## config.mk

```make
export PLATFORM = sky130hd
export DESIGN_NAME = udp_order_extractor
export DESIGN_NICKNAME = d
export VERILOG_FILES = /design/src/rtl/trading_pkg.sv /design/src/rtl/sat_counter.sv /design/src/rtl/udp_order_extractor.sv
export SDC_FILE = /design/constraint.sdc
export NUM_CORES = 1
export LEC_CHECK = 0
export CORE_MARGIN = 5
export CORE_UTILIZATION = 37
export CTS_CLUSTER_DIAMETER = 80
export DETAILED_ROUTE_END_ITERATION = 7
export GPL_ROUTABILITY_DRIVEN = 0
export PLACE_DENSITY_LB_ADDON = 0.3
export SETUP_SLACK_MARGIN = 0.4
export SYNTH_ARGS = -nofsm -noshare
export SYNTH_HDL_FRONTEND = slang
export SYNTH_HIERARCHICAL = 1
export SYNTH_SLANG_ARGS = --single-unit
```

## constraint.sdc

```tcl
create_clock -name clk_udp -period 11.5 [get_ports clk_udp]
set_input_delay 2.3 -clock clk_udp [delete_from_list [all_inputs] [get_ports clk_udp]]
set_output_delay 2.3 -clock clk_udp [all_outputs]
set_load 0.02 [all_outputs]
```

## src/rtl/trading_pkg.sv

```systemverilog
// Shared constants for the UDP order path: opcodes, frame byte offsets,
// order-word field positions and the parser state encoding.
package trading_pkg;

    localparam logic [23:0] OPC_ORDER = 24'h102030;
    localparam logic [23:0] OPC_DUMP  = 24'hF0E0D0;

    localparam logic [5:0] ETYPE_OFS       = 6'd12;
    localparam logic [5:0] PROTO_OFS       = 6'd23;
    localparam logic [5:0] IP_OFS          = 6'd30;
    localparam logic [5:0] PORT_OFS        = 6'd34;
    localparam logic [5:0] OPC_OFS         = 6'd42;
    localparam logic [5:0] PAY_OFS         = 6'd45;
    localparam logic [5:0] FRAME_LEN_ORDER = 6'd49;
    localparam logic [5:0] FRAME_LEN_DUMP  = 6'd45;

    localparam int PRICE_MSB = 31;
    localparam int BUY_BIT   = 15;
    localparam int BOT_BIT   = 14;
    localparam int QTY_MSB   = 13;

    typedef enum logic [2:0] {
        ST_IDLE,
        ST_HDR,
        ST_OPC,
        ST_PAY,
        ST_DRAIN
    } parser_state_e;

    function automatic logic [31:0] pack_order(input logic [15:0] price, input logic is_buy,
                                                input logic bot, input logic [QTY_MSB:0] qty);
        logic [31:0] w;
        w                          = '0;
        w[PRICE_MSB -: 16]         = price;
        w[BUY_BIT]                 = is_buy;
        w[BOT_BIT]                 = bot;
        w[QTY_MSB:0]               = qty;
        return w;
    endfunction

endpackage

```

## src/rtl/sat_counter.sv

```systemverilog
// Statistics counter that increments on a one-cycle strobe and sticks at all-ones.
module sat_counter #(
    parameter int CNT_W = 16
) (
    input  logic             i_clk,
    input  logic             i_rst,
    input  logic             i_inc,
    output logic [CNT_W-1:0] o_count
);

    logic [CNT_W-1:0] r_count;

    always_ff @(posedge i_clk) begin
        if (i_rst) begin
            r_count <= '0;
        end else if (i_inc && (r_count != '1)) begin
            r_count <= r_count + 1'b1;
        end
    end

    assign o_count = r_count;

endmodule

```

## src/rtl/udp_order_extractor.sv

```systemverilog
// Parses UDP frames from the MAC RX stream, filters on IP/port, and turns
// market-data frames into order words and dump frames into dump requests.
module udp_order_extractor #(
    parameter logic [31:0] FILTER_IP   = 32'hC0A80132,
    parameter logic [15:0] FILTER_PORT = 16'hD903,
    parameter logic [23:0] OPC_ORDER   = trading_pkg::OPC_ORDER,
    parameter logic [23:0] OPC_DUMP    = trading_pkg::OPC_DUMP,
    parameter int          CNT_W       = 16
) (
    input  logic             clk_udp,
    input  logic             rst_udp,
    input  logic [7:0]       rx_axis_tdata,
    input  logic             rx_axis_tvalid,
    input  logic             rx_axis_tlast,
    output logic [31:0]      order_data,
    output logic             order_valid,
    input  logic             order_full,
    output logic             dump_req,
    output logic [CNT_W-1:0] pkt_ok_count,
    output logic [CNT_W-1:0] pkt_drop_count,
    output logic [CNT_W-1:0] overflow_count
);

    import trading_pkg::*;

    localparam logic [5:0] ORDER_LAST_IDX = FRAME_LEN_ORDER - 6'd1;
    localparam logic [5:0] DUMP_LAST_IDX  = FRAME_LEN_DUMP - 6'd1;

    parser_state_e r_state;
    logic [5:0]    r_idx;
    logic          r_hdr_ok;
    logic [23:0]   r_opc;
    logic [31:0]   r_pay;
    logic [31:0]   r_order_data;
    logic          r_order_valid;
    logic          r_dump_req;

    logic          w_hdr_mismatch;
    logic          w_hdr_ok_n;
    logic [23:0]   w_opc_n;
    logic [31:0]   w_pay_n;
    logic [5:0]    w_idx_inc;
    parser_state_e w_state_n;
    logic          w_end_beat;
    logic          w_is_order;
    logic          w_is_dump;
    logic          w_order_fire;
    logic          w_ok_inc;
    logic          w_drop_inc;
    logic          w_ovf_inc;

    always_comb begin
        w_hdr_mismatch = 1'b0;
        case (r_idx)
            ETYPE_OFS:          w_hdr_mismatch = (rx_axis_tdata != 8'h08);
            ETYPE_OFS + 6'd1:   w_hdr_mismatch = (rx_axis_tdata != 8'h00);
            PROTO_OFS:          w_hdr_mismatch = (rx_axis_tdata != 8'h11);
            IP_OFS:             w_hdr_mismatch = (rx_axis_tdata != FILTER_IP[31:24]);
            IP_OFS + 6'd1:      w_hdr_mismatch = (rx_axis_tdata != FILTER_IP[23:16]);
            IP_OFS + 6'd2:      w_hdr_mismatch = (rx_axis_tdata != FILTER_IP[15:8]);
            IP_OFS + 6'd3:      w_hdr_mismatch = (rx_axis_tdata != FILTER_IP[7:0]);
            PORT_OFS:           w_hdr_mismatch = (rx_axis_tdata != FILTER_PORT[15:8]);
            PORT_OFS + 6'd1:    w_hdr_mismatch = (rx_axis_tdata != FILTER_PORT[7:0]);
            default:            w_hdr_mismatch = 1'b0;
        endcase
    end

    // The first beat of a frame re-arms the sticky header flag.
    assign w_hdr_ok_n = ((r_state == ST_IDLE) ? 1'b1 : r_hdr_ok) & ~w_hdr_mismatch;
    assign w_opc_n    = (r_state == ST_OPC) ? {r_opc[15:0], rx_axis_tdata} : r_opc;
    assign w_pay_n    = (r_state == ST_PAY) ? {r_pay[23:0], rx_axis_tdata} : r_pay;
    assign w_idx_inc  = (r_idx == 6'd63) ? r_idx : r_idx + 6'd1;

    always_comb begin
        if (w_idx_inc < OPC_OFS)              w_state_n = ST_HDR;
        else if (w_idx_inc < PAY_OFS)         w_state_n = ST_OPC;
        else if (w_idx_inc < FRAME_LEN_ORDER) w_state_n = ST_PAY;
        else                                  w_state_n = ST_DRAIN;
    end

    // Classification uses the values this last beat would shift in, so the
    // decision lands on the tlast beat and the strobe one cycle later.
    assign w_end_beat   = rx_axis_tvalid & rx_axis_tlast;
    assign w_is_order   = w_end_beat & w_hdr_ok_n & (w_opc_n == OPC_ORDER)
                        & (r_idx == ORDER_LAST_IDX) & (w_pay_n[QTY_MSB:0] != '0);
    assign w_is_dump    = w_end_beat & w_hdr_ok_n & (w_opc_n == OPC_DUMP)
                        & (r_idx == DUMP_LAST_IDX);
    assign w_order_fire = w_is_order & ~order_full;
    assign w_ok_inc     = w_order_fire | w_is_dump;
    assign w_ovf_inc    = w_is_order & order_full;
    assign w_drop_inc   = w_end_beat & ~w_is_order & ~w_is_dump;

    always_ff @(posedge clk_udp) begin
        if (rst_udp) begin
            r_state       <= ST_IDLE;
            r_idx         <= '0;
            r_hdr_ok      <= 1'b0;
            r_opc         <= '0;
            r_pay         <= '0;
            r_order_data  <= '0;
            r_order_valid <= 1'b0;
            r_dump_req    <= 1'b0;
        end else begin
            // NOTE: non-blocking assignments keep every register sampling the pre-edge values.
            r_order_valid <= w_order_fire;
            r_dump_req    <= w_is_dump;
            if (w_order_fire) begin
                r_order_data <= w_pay_n;
            end
            if (rx_axis_tvalid) begin
                if (rx_axis_tlast) begin
                    r_state  <= ST_IDLE;
                    r_idx    <= '0;
                    r_hdr_ok <= 1'b0;
                    r_opc    <= '0;
                    r_pay    <= '0;
                end else begin
                    r_state  <= w_state_n;
                    r_idx    <= w_idx_inc;
                    r_hdr_ok <= w_hdr_ok_n;
                    r_opc    <= w_opc_n;
                    r_pay    <= w_pay_n;
                end
            end
        end
    end

    sat_counter #(.CNT_W(CNT_W)) u_ok_cnt (
        .i_clk   (clk_udp),
        .i_rst   (rst_udp),
        .i_inc   (w_ok_inc),
        .o_count (pkt_ok_count)
    );

    sat_counter #(.CNT_W(CNT_W)) u_drop_cnt (
        .i_clk   (clk_udp),
        .i_rst   (rst_udp),
        .i_inc   (w_drop_inc),
        .o_count (pkt_drop_count)
    );

    sat_counter #(.CNT_W(CNT_W)) u_ovf_cnt (
        .i_clk   (clk_udp),
        .i_rst   (rst_udp),
        .i_inc   (w_ovf_inc),
        .o_count (overflow_count)
    );

    assign order_data  = r_order_data;
    assign order_valid = r_order_valid;
    assign dump_req    = r_dump_req;

endmodule

```

After elaboration in Yosys (flattened, before gate mapping)
Cells that the tools add are included.
{"block": "totals", "output_inout_bits": 82, "regBits": 148, "wordCells": 81}
{"block": "op_classes", "bitwise": 17, "mux": 13, "eq_ne": 27, "n_lt_le_gt_ge": 3, "reduce_logical": 6, "add_sub_neg": 4}
{"cell": "$mux 32", "n": 2}
{"cell": "$add 16x1->16 const B", "n": 3}
{"cell": "$mux 24", "n": 2}
{"cell": "$ne 16x16->1 const B", "n": 3}
{"cell": "$eq 6x6->1 const B", "n": 7}
{"cell": "$eq 24x21->1 const B", "n": 1}
{"cell": "$eq 24x24->1 const B", "n": 1}
{"cell": "$ne 8x8->1 const B", "n": 3}
{"cell": "$eq 6x5->1 const B", "n": 3}
{"cell": "$lt 6x6->1 const B", "n": 3}
{"cell": "$reduce_bool 14->1", "n": 1}
{"cell": "$and 1x1->1", "n": 12}
{"cell": "$eq 6x4->1 const B", "n": 2}
{"cell": "$mux 3", "n": 4}
{"cell": "$mux 6", "n": 2}
{"cell": "$pmux 1 s9", "n": 1}
{"cell": "$ne 8x1->1 const B", "n": 1}
{"cell": "$ne 8x2->1 const B", "n": 1}
{"cell": "$ne 8x4->1 const B", "n": 1}
{"cell": "$ne 8x5->1 const B", "n": 1}
{"cell": "$ne 8x6->1 const B", "n": 1}
{"cell": "$reduce_bool 8->1", "n": 1}
{"cell": "$add 6x1->6 const B", "n": 1}
{"cell": "$eq 3x2->1 const B", "n": 2}
{"cell": "other kinds (5)", "n": 11}

Logic depth before layout (Yosys ltp)
{"block": "logic_depth", "word_depth": 12, "ltp_mapped": 15}

Modules after synthesis
The synthesis kept the hierarchy.
{"module": "udp_order_extractor", "instances": 1, "area_each_um2": 5084.9, "cells_each": 591, "seq_area_each_um2": 2001.9}
{"module": "sat_counter", "instances": 3, "area_each_um2": 848.3, "cells_each": 99, "seq_area_each_um2": 320.3}

Least setup slack after synthesis
Ideal clock, no wire load.
{"block": "synth_timing", "path_type": "in2reg", "startpoint": "input rx_axis_tdata[7]", "endpoint": "register u_ovf_cnt.r_count[9] (netlist: u_ovf_cnt/o_count[9])", "t_required_ns": 11.430, "n_path_buf": 3, "path_slack_ns": 6.233, "setup_time_ns": 0.070, "path_stages": 12, "t_arrival_ns": 5.197, "cell_sequence": "buf_2 -> nor4_2 -> a2111oi_1 -> nor4b_2 -> a41o_1 -> buf_4 -> o211ai_2 -> nor4_1 -> nand2_1 -> clkbuf_1 -> or4_1 -> a21oi_1"}
{"block": "synth_via", "elab_chain_len": 10}
{"item": "start: declaration", "line_no": "udp_order_extractor.sv:12", "source": "input logic [7:0] rx_axis_tdata,"}
{"item": "$ne 8x2->1 (tied with other cells)", "line_no": "udp_order_extractor.sv:63", "source": "PORT_OFS + 6'd1: w_hdr_mismatch = (rx_axis_tdata != FILTER_PORT[7:0]);"}
{"item": "$pmux 1 s9", "line_no": "udp_order_extractor.sv:54", "source": "case (r_idx)"}
{"item": "$not 1->1", "line_no": "udp_order_extractor.sv:69", "source": "assign w_hdr_ok_n = ((r_state == ST_IDLE) ? 1'b1 : r_hdr_ok) & ~w_hdr_mismatch;"}
{"item": "$and 1x1->1", "line_no": "udp_order_extractor.sv:69"}
{"item": "$and 1x1->1 (2 in series)", "line_no": "udp_order_extractor.sv:84", "source": "assign w_is_order = w_end_beat & w_hdr_ok_n & (w_opc_n == OPC_ORDER)"}
{"item": "$and 1x1->1", "line_no": "udp_order_extractor.sv:85", "source": "& (r_idx == ORDER_LAST_IDX) & (w_pay_n[QTY_MSB:0] != '0);"}
{"item": "$and 1x1->1 *", "line_no": "udp_order_extractor.sv:85"}
{"item": "$and 1x1->1 *", "line_no": "udp_order_extractor.sv:90", "source": "assign w_ovf_inc = w_is_order & order_full;"}
{"item": "via w_ovf_inc", "line_no": "udp_order_extractor.sv:50", "source": "logic w_ovf_inc;"}
{"item": "$logic_and 1x1->1 *", "line_no": "sat_counter.sv:16", "source": "end else if (i_inc && (r_count != '1)) begin"}
{"item": "end signal: assignment", "line_no": "sat_counter.sv:17", "source": "r_count <= r_count + 1'b1;"}
{"item": "end: declaration", "line_no": "sat_counter.sv:11", "source": "logic [CNT_W-1:0] r_count;"}
Mark *: on every way through the listed nets, which the timed path passes. The rest lies on a longest branch.
A chain may end at the register's enable or synchronous reset.

Worst setup path in the final report
{"block": "layout_timing", "startpoint": "input rx_axis_tdata[2]", "endpoint": "register u_ovf_cnt.r_count[11] (netlist: u_ovf_cnt/o_count[11])"}
Same word-level chain as after synthesis.

==> impl_metrics.py <==
metrics = {
    "status": {
        "status": "complete, no violations",
    },
    "timing": {
        "fmax_mhz": 146.7,
        "worst_pin_slew_ns": 1.117,
        "grt_setup_unrepaired": "false",
        "clock_skew_ns": 0.006940,
        "fin_crit_ns": 6.815,
        "drv_slew": 0,
        "fin_crit_sh_pct": 59.26,
        "maxSlewHeadroom_pct": 24.87,
        "finalHoldViolCount": 0,
        "setup_tns_ns": 0,
        "setup_violations": 0,
    },
    "grt": {
        "grt_pass1_vias": 6456,
        "antenna_found_initial": 0,
        "grt_max_degree": 90,
        "grt-ovfl-total": 0,
        "grt_pass1_wl_microns": 34750,
        "track_usage_pct": 17.64,
    },
    "critical_path": {
        "r2r_slack_ns": 6.16,
        "slowest_stage": "nor4_1",
        "r2r_end": "u_ovf_cnt/o_count[11]",
        "cp_top_family": "simple AND/OR/NAND/NOR gates",
        "cp.required_ns": 11.82,
        "crit_fanout": 66,
        "cp-start-kind": "input pin",
        "path_depth": 11,
        "rr_worst_depth": 11,
        "critical_path_class": "input pin to register",
        "crit_buf_inv": 2,
        "r2r-start": "r_idx[0]",
        "worstPathCellList": "clkdlybuf4s50_1, nor4_2, a2111oi_1, nor4b_2, a41o_2, buf_4, o211ai_2, nor4_1, nand2_1, nor4bb_1, mux2_2",
        "endpoint_kind": "register",
        "cp.arrival_ns": 7.13,
        "cpPeakStageDelay_ns": 0.99,
    },
    "cts": {
        "clk_latency_ns": 0.42,
        "cts_max_level": 4,
        "cts-resized-gates": 0,
        "cts_tree": "done",
        "cts-root-buf": "clkbuf_16",
        "clock_path_buffers": 2,
        "holdBufCountCts": 0,
        "cts_sinks": 148,
        "path_clk_slew_ns": 0.06,
        "cts_buffers": 17,
        "cts_setup_buffers": 0,
    },
    "synthesis": {
        "avgSynthCellArea_sq_um": 8.592,
        "ys_seq_area_share_pct": 38.83,
        "yosysWarnings": 6,
        "netlist_instances": 888,
        "synth_cell_types": 76,
        "ys_dominant_reg_cell": "dfxtp_1",
        "synth_area_sq_mm": 0.007630,
        "synth-seq-cells": 148,
        "synth_fp_nets": 908,
        "synth_edf_count": 0,
        "synthArstFlopShare_pct": 0,
    },
    "die": {
        "dieArea_sq_mm": 0.02359,
        "fp.coreArea_sq_mm": 0.02030,
        "die_w_microns": 153.6,
        "initial_utilization_pct": 37.59,
        "rows": 52,
        "die_h_microns": 153.6,
        "io_pins": 95,
    },
    "drt": {
        "dr.pass1.iters": 7,
        "first_iter_violations": 687,
        "wl_microns": 21060,
        "via_per_inst": 5.772,
        "route.detailed.drc": 0,
        "dr_total_vias": 7053,
        "wl_per_cell_microns": 17.23,
        "antenna_left": 0,
    },
    "power_and_ir_drop": {
        "switching_power_w": 0.0002512,
        "power_frac_seq_pct": 44.0,
        "combPwrFrac_pct": 3.7,
        "cellLeakagePower_nw": 2.920,
        "intPower_w": 0.0009211,
        "powerDensity_mw_per_mm2": 126.6,
        "power_w": 0.001172,
        "clock_power_share_pct": 52.4,
        "p_sw_share_pct": 21.43,
        "ir_worst_vdd_uv": 112.7,
    },
    "finish": {
        "areaGrowthSynthToFinish_pct": 21.32,
        "drive_gt1_share_pct": 11.13,
        "finalNonFillerCells": 1222,
        "diodes": 0,
        "fin_nets": 960,
        "fin_area_sq_mm": 0.009256,
    },
    "place": {
        "dp.cells": 1191,
        "io_buffers": 94,
        "placed_area_sq_mm": 0.008616,
        "dp_hpwl_microns": 13660,
    },
    "flow_run": {
        "cap_viol_max_count": 0,
    },
    "worst_hold_path": {
        "holdPathStages": 2,
        "hp-class": "register to register",
        "min_from": "r_pay[29]",
        "holdPathEnd": "r_pay[29]",
    },
}
==> worst register-to-register path, cell delays in order, from the launching register on <==
cell,delay [ns]
dfxtp_1,0.43
ha_1,0.48
or3_1,0.47
a22oi_1,0.24
nor4b_2,0.36
a41o_2,0.16
buf_4,0.56
o211ai_2,0.27
nor4_1,0.99
nand2_1,0.50
nor4bb_1,0.40
mux2_2,0.37
==> kinds of logic after synthesis <==
logic type      count (synthesis)  share of synthesized area (%)
compound gates                214                          19.17
xor+xnor                       11                          1.263
mux                             7                         0.9675
simple gates                  414                          33.06
fa+ha+maj                       7                          1.148
buf+inv                        87                          5.559
flops                         148                          38.83
==> registers in the layout (all words and copies together) (netlist names) <==
| name | cells |
|---|---|
| r_state | 3 |
| order_data | 32 |
| r_hdr_ok | 1 |
| r_idx | 6 |
| u_ok_cnt/o_count | 16 |
| order_valid | 1 |
| r_pay | 32 |
| dump_req | 1 |
| u_drop_cnt/o_count | 16 |
| u_ovf_cnt/o_count | 16 |
| r_opc | 24 |
==> final cells by class <==
cell class,count,area [sq um]
fill,1996,11040
clock inverter,9,176.4
inverter,19,71.32
tap,270,337.8
clock buffer,22,464.2
sequential,148,2963
timing repair buffer,101,991.0
multi-input combinational,653,4253
==> power by group through the flow <==
| stage | sequential (W) | combinational [W] | clock (W) |
|---|---|---|---|
| after floorplan | 0.000526 | 0.0000294 | 0 |
| after global placement | 0.000527 | 0.0000420 | 0 |
| after detailed placement | 0.000527 | 0.0000423 | 0 |
| after CTS | 0.000515 | 0.0000425 | 0.000628 |
| after global routing | 0.000515 | 0.0000466 | 0.000646 |
| final | 0.000516 | 0.0000428 | 0.000614 |
==> cells in the final DEF (no fill, tap or decap), types with 17 or more instances in the layout <==
cell type        netlist  layout
o31ai_1               18      18
nor2_1                84      82
nand2_1               91      91
a21oi_1               62      62
o21ai_0               17      17
dfxtp_1              148     148
nor3_1                22      22
clkbuf_16              0      17
clkdlybuf4s50_1        0      93
and4_1                40      40
inv_1                 19      19
nor3_2                28      28
a22oi_1               59      59
nand3_1               27      27
or4_1                 25      25
==> worst max-delay path by stage <==
stage                startpoint  slack [ns]               endpoint
2_1_floorplan  rx_axis_tdata[7]        6.23   u_ovf_cnt/o_count[9]
3_3_place_gp   rx_axis_tdata[2]        4.38  u_ovf_cnt/o_count[11]
3_5_place_dp   rx_axis_tdata[2]        4.20  u_ovf_cnt/o_count[11]
4_1_cts        rx_axis_tdata[2]        4.67  u_ovf_cnt/o_count[11]
5_1_grt        rx_axis_tdata[2]        4.29  u_ovf_cnt/o_count[11]
6_report       rx_axis_tdata[2]        4.69  u_ovf_cnt/o_count[11]
==> routing by layer <==
metal | GRT usage (%) | share of wire [%] | vias to the layer above
met1 | 25.09 | 48 | 3342
met3 | 3.879 | 5.9 | 39
met4 | 6.939 | 2.7 | 0
met5 | 0 | 0 | -
li1 | - | - | 3436
met2 | 25.97 | 44 | 236
==> per-stage QoR <==
stage	hold WS, ns	util [%]	setup slack, ns
global route	0.5330	45.60	4.293
CTS	0.5035	45.60	4.673
floorplan	0.4653	-	6.233
finish	0.5013	45.60	4.685
global placement	0.4817	42.44	4.384
detailed placement	0.4861	42.44	4.204
==> synth_stat cells (4+ instances only) <==
cell type	instances	area (sq um)
nor2_1	84	315.3
inv_1	19	71.32
nand2b_1	4	25.02
nor4bb_1	4	40.04
or3_1	10	62.56
nand2_1	91	341.6
o31ai_1	18	135.1
xnor2_1	8	70.07
a211oi_1	4	30.03
buf_1	4	15.01
nor3_2	28	280.3
and3_1	8	50.05
a21oi_1	62	310.3
and4_1	40	350.3
dfxtp_1	148	2963
nand3b_1	5	37.54
clkbuf_1	43	161.4
a32oi_1	4	35.03
o21ai_0	17	85.08
nand3_1	27	135.1
a22oi_1	59	442.9
a21o_1	4	30.03
or4_1	25	187.7
buf_2	11	55.05
ha_1	7	87.58
nand4_1	12	75.07
nor4_1	12	75.07
nor2b_1	8	50.05
a21oi_2	11	96.34
nor3_1	22	110.1
mux2i_1	4	40.04
buf_4	4	30.03
(Power assumes the default switching activity.)
